`src/rtl/fetch_unit.sv`:
```
// fetch_unit: ROM address generation, PC tagging and prefetch FIFO.
// Optional macro FETCH_BYPASS_EN: forward the returning ROM word when the FIFO is empty.
module fetch_unit #(
  parameter int                ADDR_W   = 16,
  parameter int                DATA_W   = 16,
  parameter int                DEPTH    = 4,
  parameter logic [ADDR_W-1:0] RESET_PC = '0
) (
  input  logic              clk,
  input  logic              rst,
  output logic [ADDR_W-1:0] rom_address,
  input  logic [DATA_W-1:0] rom_q,
  input  logic              redirect_valid,
  input  logic [ADDR_W-1:0] redirect_pc,
  output logic              instr_valid,
  input  logic              instr_ready,
  output logic [DATA_W-1:0] instr,
  output logic [ADDR_W-1:0] instr_pc
);

  localparam int PW = $clog2(DEPTH);
  localparam int CW = PW + 1;

  logic [ADDR_W-1:0] pc;
  logic [ADDR_W-1:0] inflight_pc;
  logic              inflight;
  logic [PW-1:0]     wr_ptr;
  logic [PW-1:0]     rd_ptr;
  logic [CW-1:0]     count;
  logic [DATA_W-1:0] data_mem [DEPTH];
  logic [ADDR_W-1:0] pc_mem   [DEPTH];

  logic              bypass;
  logic              pop;
  logic              fifo_pop;
  logic              push;
  logic              issue;
  logic [CW:0]       credit;

  assign rom_address = pc;

`ifdef FETCH_BYPASS_EN
  assign bypass = (count == '0) && inflight;
`else
  assign bypass = 1'b0;
`endif

  // Present the FIFO head, the bypassed ROM word, or zeros when empty
  always_comb begin
    instr_valid = 1'b0;
    instr       = '0;
    instr_pc    = '0;
    if (count != '0) begin
      instr_valid = 1'b1;
      instr       = data_mem[rd_ptr];
      instr_pc    = pc_mem[rd_ptr];
    end else if (bypass) begin
      instr_valid = 1'b1;
      instr       = rom_q;
      instr_pc    = inflight_pc;
    end
  end

  assign pop      = instr_valid && instr_ready;
  assign fifo_pop = pop && (count != '0);
  assign push     = inflight && !redirect_valid
                    && !(bypass && instr_ready);

  // Reserve a slot for every read in flight so the FIFO never overflows
  assign credit = {1'b0, count}
                + (CW+1)'(inflight)
                - (CW+1)'(pop);
  assign issue  = !redirect_valid
                && (credit < (CW+1)'(DEPTH));

  // PC, in-flight tag and FIFO bookkeeping; redirect flushes everything
  always_ff @(posedge clk or posedge rst) begin
    if (rst) begin
      pc          <= RESET_PC;
      inflight    <= 1'b0;
      inflight_pc <= '0;
      wr_ptr      <= '0;
      rd_ptr      <= '0;
      count       <= '0;
    end else if (redirect_valid) begin
      pc       <= redirect_pc;
      inflight <= 1'b0;
      wr_ptr   <= '0;
      rd_ptr   <= '0;
      count    <= '0;
    end else begin
      inflight <= issue;
      if (issue) begin
        pc          <= pc + 1'b1;
        inflight_pc <= pc;
      end
      if (push)
        wr_ptr <= wr_ptr + 1'b1;
      if (fifo_pop)
        rd_ptr <= rd_ptr + 1'b1;
      count <= count + CW'(push) - CW'(fifo_pop);
    end
  end

  // FIFO payload storage; validity is tracked by count alone
  always_ff @(posedge clk) begin
    if (push) begin
      data_mem[wr_ptr] <= rom_q;
      pc_mem[wr_ptr]   <= inflight_pc;
    end
  end

endmodule

```
`config.mk`:
```
export PLATFORM = sky130hd
export DESIGN_NAME = fetch_unit
export DESIGN_NICKNAME = d
export VERILOG_FILES = /design/src/rtl/fetch_unit.sv
export SDC_FILE = /design/constraint.sdc
export NUM_CORES = 1
export LEC_CHECK = 0
export CORE_MARGIN = 2
export CORE_UTILIZATION = 52
export CTS_BUF_LIST = sky130_fd_sc_hd__clkbuf_8
export DETAILED_ROUTE_END_ITERATION = 7
export GPL_TIMING_DRIVEN = 0
export HOLD_SLACK_MARGIN = 0.02
export PLACE_DENSITY = 0.78
export SYNTH_ARGS = -nofsm -noshare
export SYNTH_HDL_FRONTEND = slang
export SYNTH_SLANG_ARGS = --single-unit
```
`constraint.sdc`:
```
create_clock -name clk -period 2.98 [get_ports clk]
set_input_delay 0.894 -clock clk [delete_from_list [all_inputs] [get_ports clk]]
set_output_delay 0.894 -clock clk [all_outputs]
set_load 0.03 [all_outputs]
```
==> impl_results.md <==
- Post-DP HPWL: 9310 um
- Core Rows: 43
- DRT iter0 DRCs: 382
- Nets@finish: 607
- Critical Path Source Type: flop
- Worst Skew: 0.00855 ns
- Pin count of the biggest net entering global routing: 41
- Static Leak: 3.26 nW
- RSZ-0062 raised after global routing: true
- Synth Area per Inst: 16.4 um^2
- Most common cell after layout, fill and taps aside: edfxtp_1
- Placer Congestion: 0.878
- Yosys reg bits: 168
- Slew Viols, Final: 0
- P per Cell Area: 966 nW/um^2
- CTS clk-pin slew, worst paths: 0.08 ns
- Post-synth EDFFs: 128
- Final number of setup-violating endpoints: 0
- Crit share post-route: 98.4%
- Drt wl/cell: 19.8 um
- Post-synthesis mux area share: 13.2%
- Sequential area share after synthesis: 66.7%
- First-pass GRT wire length: 22800 um
- Total Die Area: 14900 um^2
- Synth Area in Simple Gates: 10.0%
- Cells after synthesis: 442
- Total Routing Usage GR: 20.7%
- Complex-gate fraction of the synthesized area: 5.03%
- Slew headroom: 39.0%
- Hold Fails Final Rpt: 0
- Filler Cells Inserted: 970
- Adder-Cell Fraction of Synth Area: 2.17%
- Inserted Diodes: 0
- Worst endpoint required time: 3.32 ns
- Vias in the first global route: 4433
- Reg2Reg Launch Point: count[1]$_DFF_PP0_
- Die Ht: 122 um
- Yosys top cell area share: 52.9%
- Crit-path leading delay family: simple AND/OR/NAND/NOR gates
- Status: finished clean
- Via-to-Cell Ratio: 5.73
- Drt first pass iters: 5
- Min-delay src: inflight_pc[14]$_DFFE_PP0P_
- Worst-case clock buffer depth: 2
- Fmax: 341 MHz
- Via count: 4308
- Synthesized cell area: 7260 um^2
- CP Class: flop to flop
- Max Cap Viol: 0
- Core area: 13800 um^2
- Worst vdd ir: 500 uV
- FFs w/ async S/R, synth: 23.8%
- Slowest-stage cell, CP: or3_4
- Worst hold slack: 0.528 ns
- Final cell count without fillers: 752
- Commonest cells after routing, fill and taps aside: 128 x edfxtp_1, 50 x clkdlybuf4s50_1, 36 x dfrtp_1
- Die X: 122 um
- # DRC: 0
- Antenna Violating Nets Remaining: 0
- Gr ovfl total: 0
- Worst path arrival time: 3.28 ns
- Ys flop type: edfxtp_1
- CP Capture Type: flop
- Critical-path cell list: or3_4 -> and2_4 -> ha_1 -> inv_2 -> ha_4 -> and2b_2 -> and4_4 -> buf_6 -> o21ai_4 -> clkbuf_16 -> mux2_4
- Buffers on Ports: 84
- Clock sink count: 168
- Clk_lat worst skew: 0.45 ns
- Distinct cells, synth: 58
- Synth area leaders: edfxtp_1 53%, dfrtp_1 14%, mux4_2 9.9%
- Layout cell share with drive strength beyond 1: 28.7%
- Slew @ Worst Pin: 0.915 ns
- Setup TNS: 0 ns
- CP Max Fanout: 10
- Hold Path Class: flop to flop
- Syn. warnings: 0
- Largest family of logic cells by synthesized area: multiplexers
- Hold Buf Count CTS: 0
- Setup crit start: count[1]$_DFF_PP0_
- Critical path buffers and inverters: 3
- Fin util: 64.9%
- Minimum clock period: 2.93 ns
- CTS buffer count: 17
- Initial Utilization: 52.7%
- Max stage delay on crit path: 0.45 ns
- Post-synthesis xor/xnor area fraction: 0.483%
- Io pins: 85
- P&R area growth vs syn: 23.1%
- Cells after DPL: 706
- CTS tree: done
- Mapped Nets: 490
- Total wire length: 14900 um
- Synth area leader: edfxtp_1
- Htree depth: 4
- Initial antenna violation count: 0
- Root buffer cell: clkbuf_8
[worst paths after layout]
| check | endpoint | slack, ns | cells past startpoint |
|---|---|---|---|
| setup / recovery | inflight_pc[8]$_DFFE_PP0P_ | 0.05 | 11 |
| hold / removal | pc_mem[0][14]$_DFFE_PP_ | 0.53 | 0 |
| setup reg to reg | inflight_pc[8]$_DFFE_PP0P_ | 0.05 | 11 |
| hold reg to reg | pc_mem[0][14]$_DFFE_PP_ | 0.53 | 0 |
| max in group asynchronous | rd_ptr[1]$_DFFE_PP0P_ | 1.45 | 2 |
| min in group asynchronous | rom_address[5]$_DFFE_PP0P_ | 0.93 | 2 |
[sequential cells by signal (all words and copies together), names as in the netlist]
| signal | flops |
|---|---|
| inflight | 1 |
| count | 3 |
| wr_ptr | 2 |
| rom_address | 16 |
| pc_mem | 64 |
| data_mem | 64 |
| inflight_pc | 16 |
| rd_ptr | 2 |
[area by class of cell]
| type | instances | area [um^2] | share of cell area (%) |
|---|---|---|---|
| clock inverter | 14 | 253 | 2.83 |
| multi-input combinational | 238 | 2280 | 25.5 |
| sequential | 168 | 4850 | 54.3 |
| clock buffer | 18 | 248 | 2.77 |
| buffer | 19 | 169 | 1.89 |
| tap | 180 | 225 | 2.52 |
| timing repair buffer | 100 | 851 | 9.52 |
| inverter | 15 | 58.8 | 0.658 |
[Yosys cell counts, types with 6 or more instances]
cell / instances
o21ai_0: 6
mux2_4: 13
nor2b_1: 8
mux4_2: 32
ha_1: 11
inv_1: 13
nand2_1: 12
dfrtp_1: 40
a22oi_1: 6
clkbuf_1: 12
o211ai_1: 7
nor2_1: 18
nand3_1: 22
edfxtp_1: 128
and2_1: 39
[logic make-up after synthesis]
group,after synthesis
flops,168
simple gates,126
mux,49
compound gates,47
buf+inv,36
fa+ha+maj,12
xor+xnor,4
[where the power goes]
group | internal, W | switching (W)
registers | 0.00294 | 0.000313
clock network | 0.00118 | 0.000784
logic | 0.00158 | 0.00184
[stage by stage]
step	setup slack, ns	instance area [um^2]	power (W)
after floorplan	0.114	7260	0.00544
after global placement	-1.04	8330	0.00648
after detailed placement	-0.723	8330	0.00657
after CTS	-0.0666	8910	0.00853
after global routing	-0.0198	8940	0.00905
final	0.0492	8940	0.00864
[timing repair]
item                       4_1_cts  5_1_grt
gates cloned                     0        2
pin swaps                        3        4
gates resized for setup        136       56
setup endpoints to repair       57       54
buffers inserted                 6        8
[metal layers]
| metal | routed length [um] | vias up | GRT usage, % |
|---|---|---|---|
| met4 | 101 | 0 | 4.89 |
| met3 | 805 | 10 | 5.81 |
| li1 | - | 1952 | - |
| met2 | 7610 | 139 | 34.4 |
| met5 | 0 | - | 0 |
| met1 | 6380 | 2207 | 27.3 |
(Power assumes the default switching activity.)
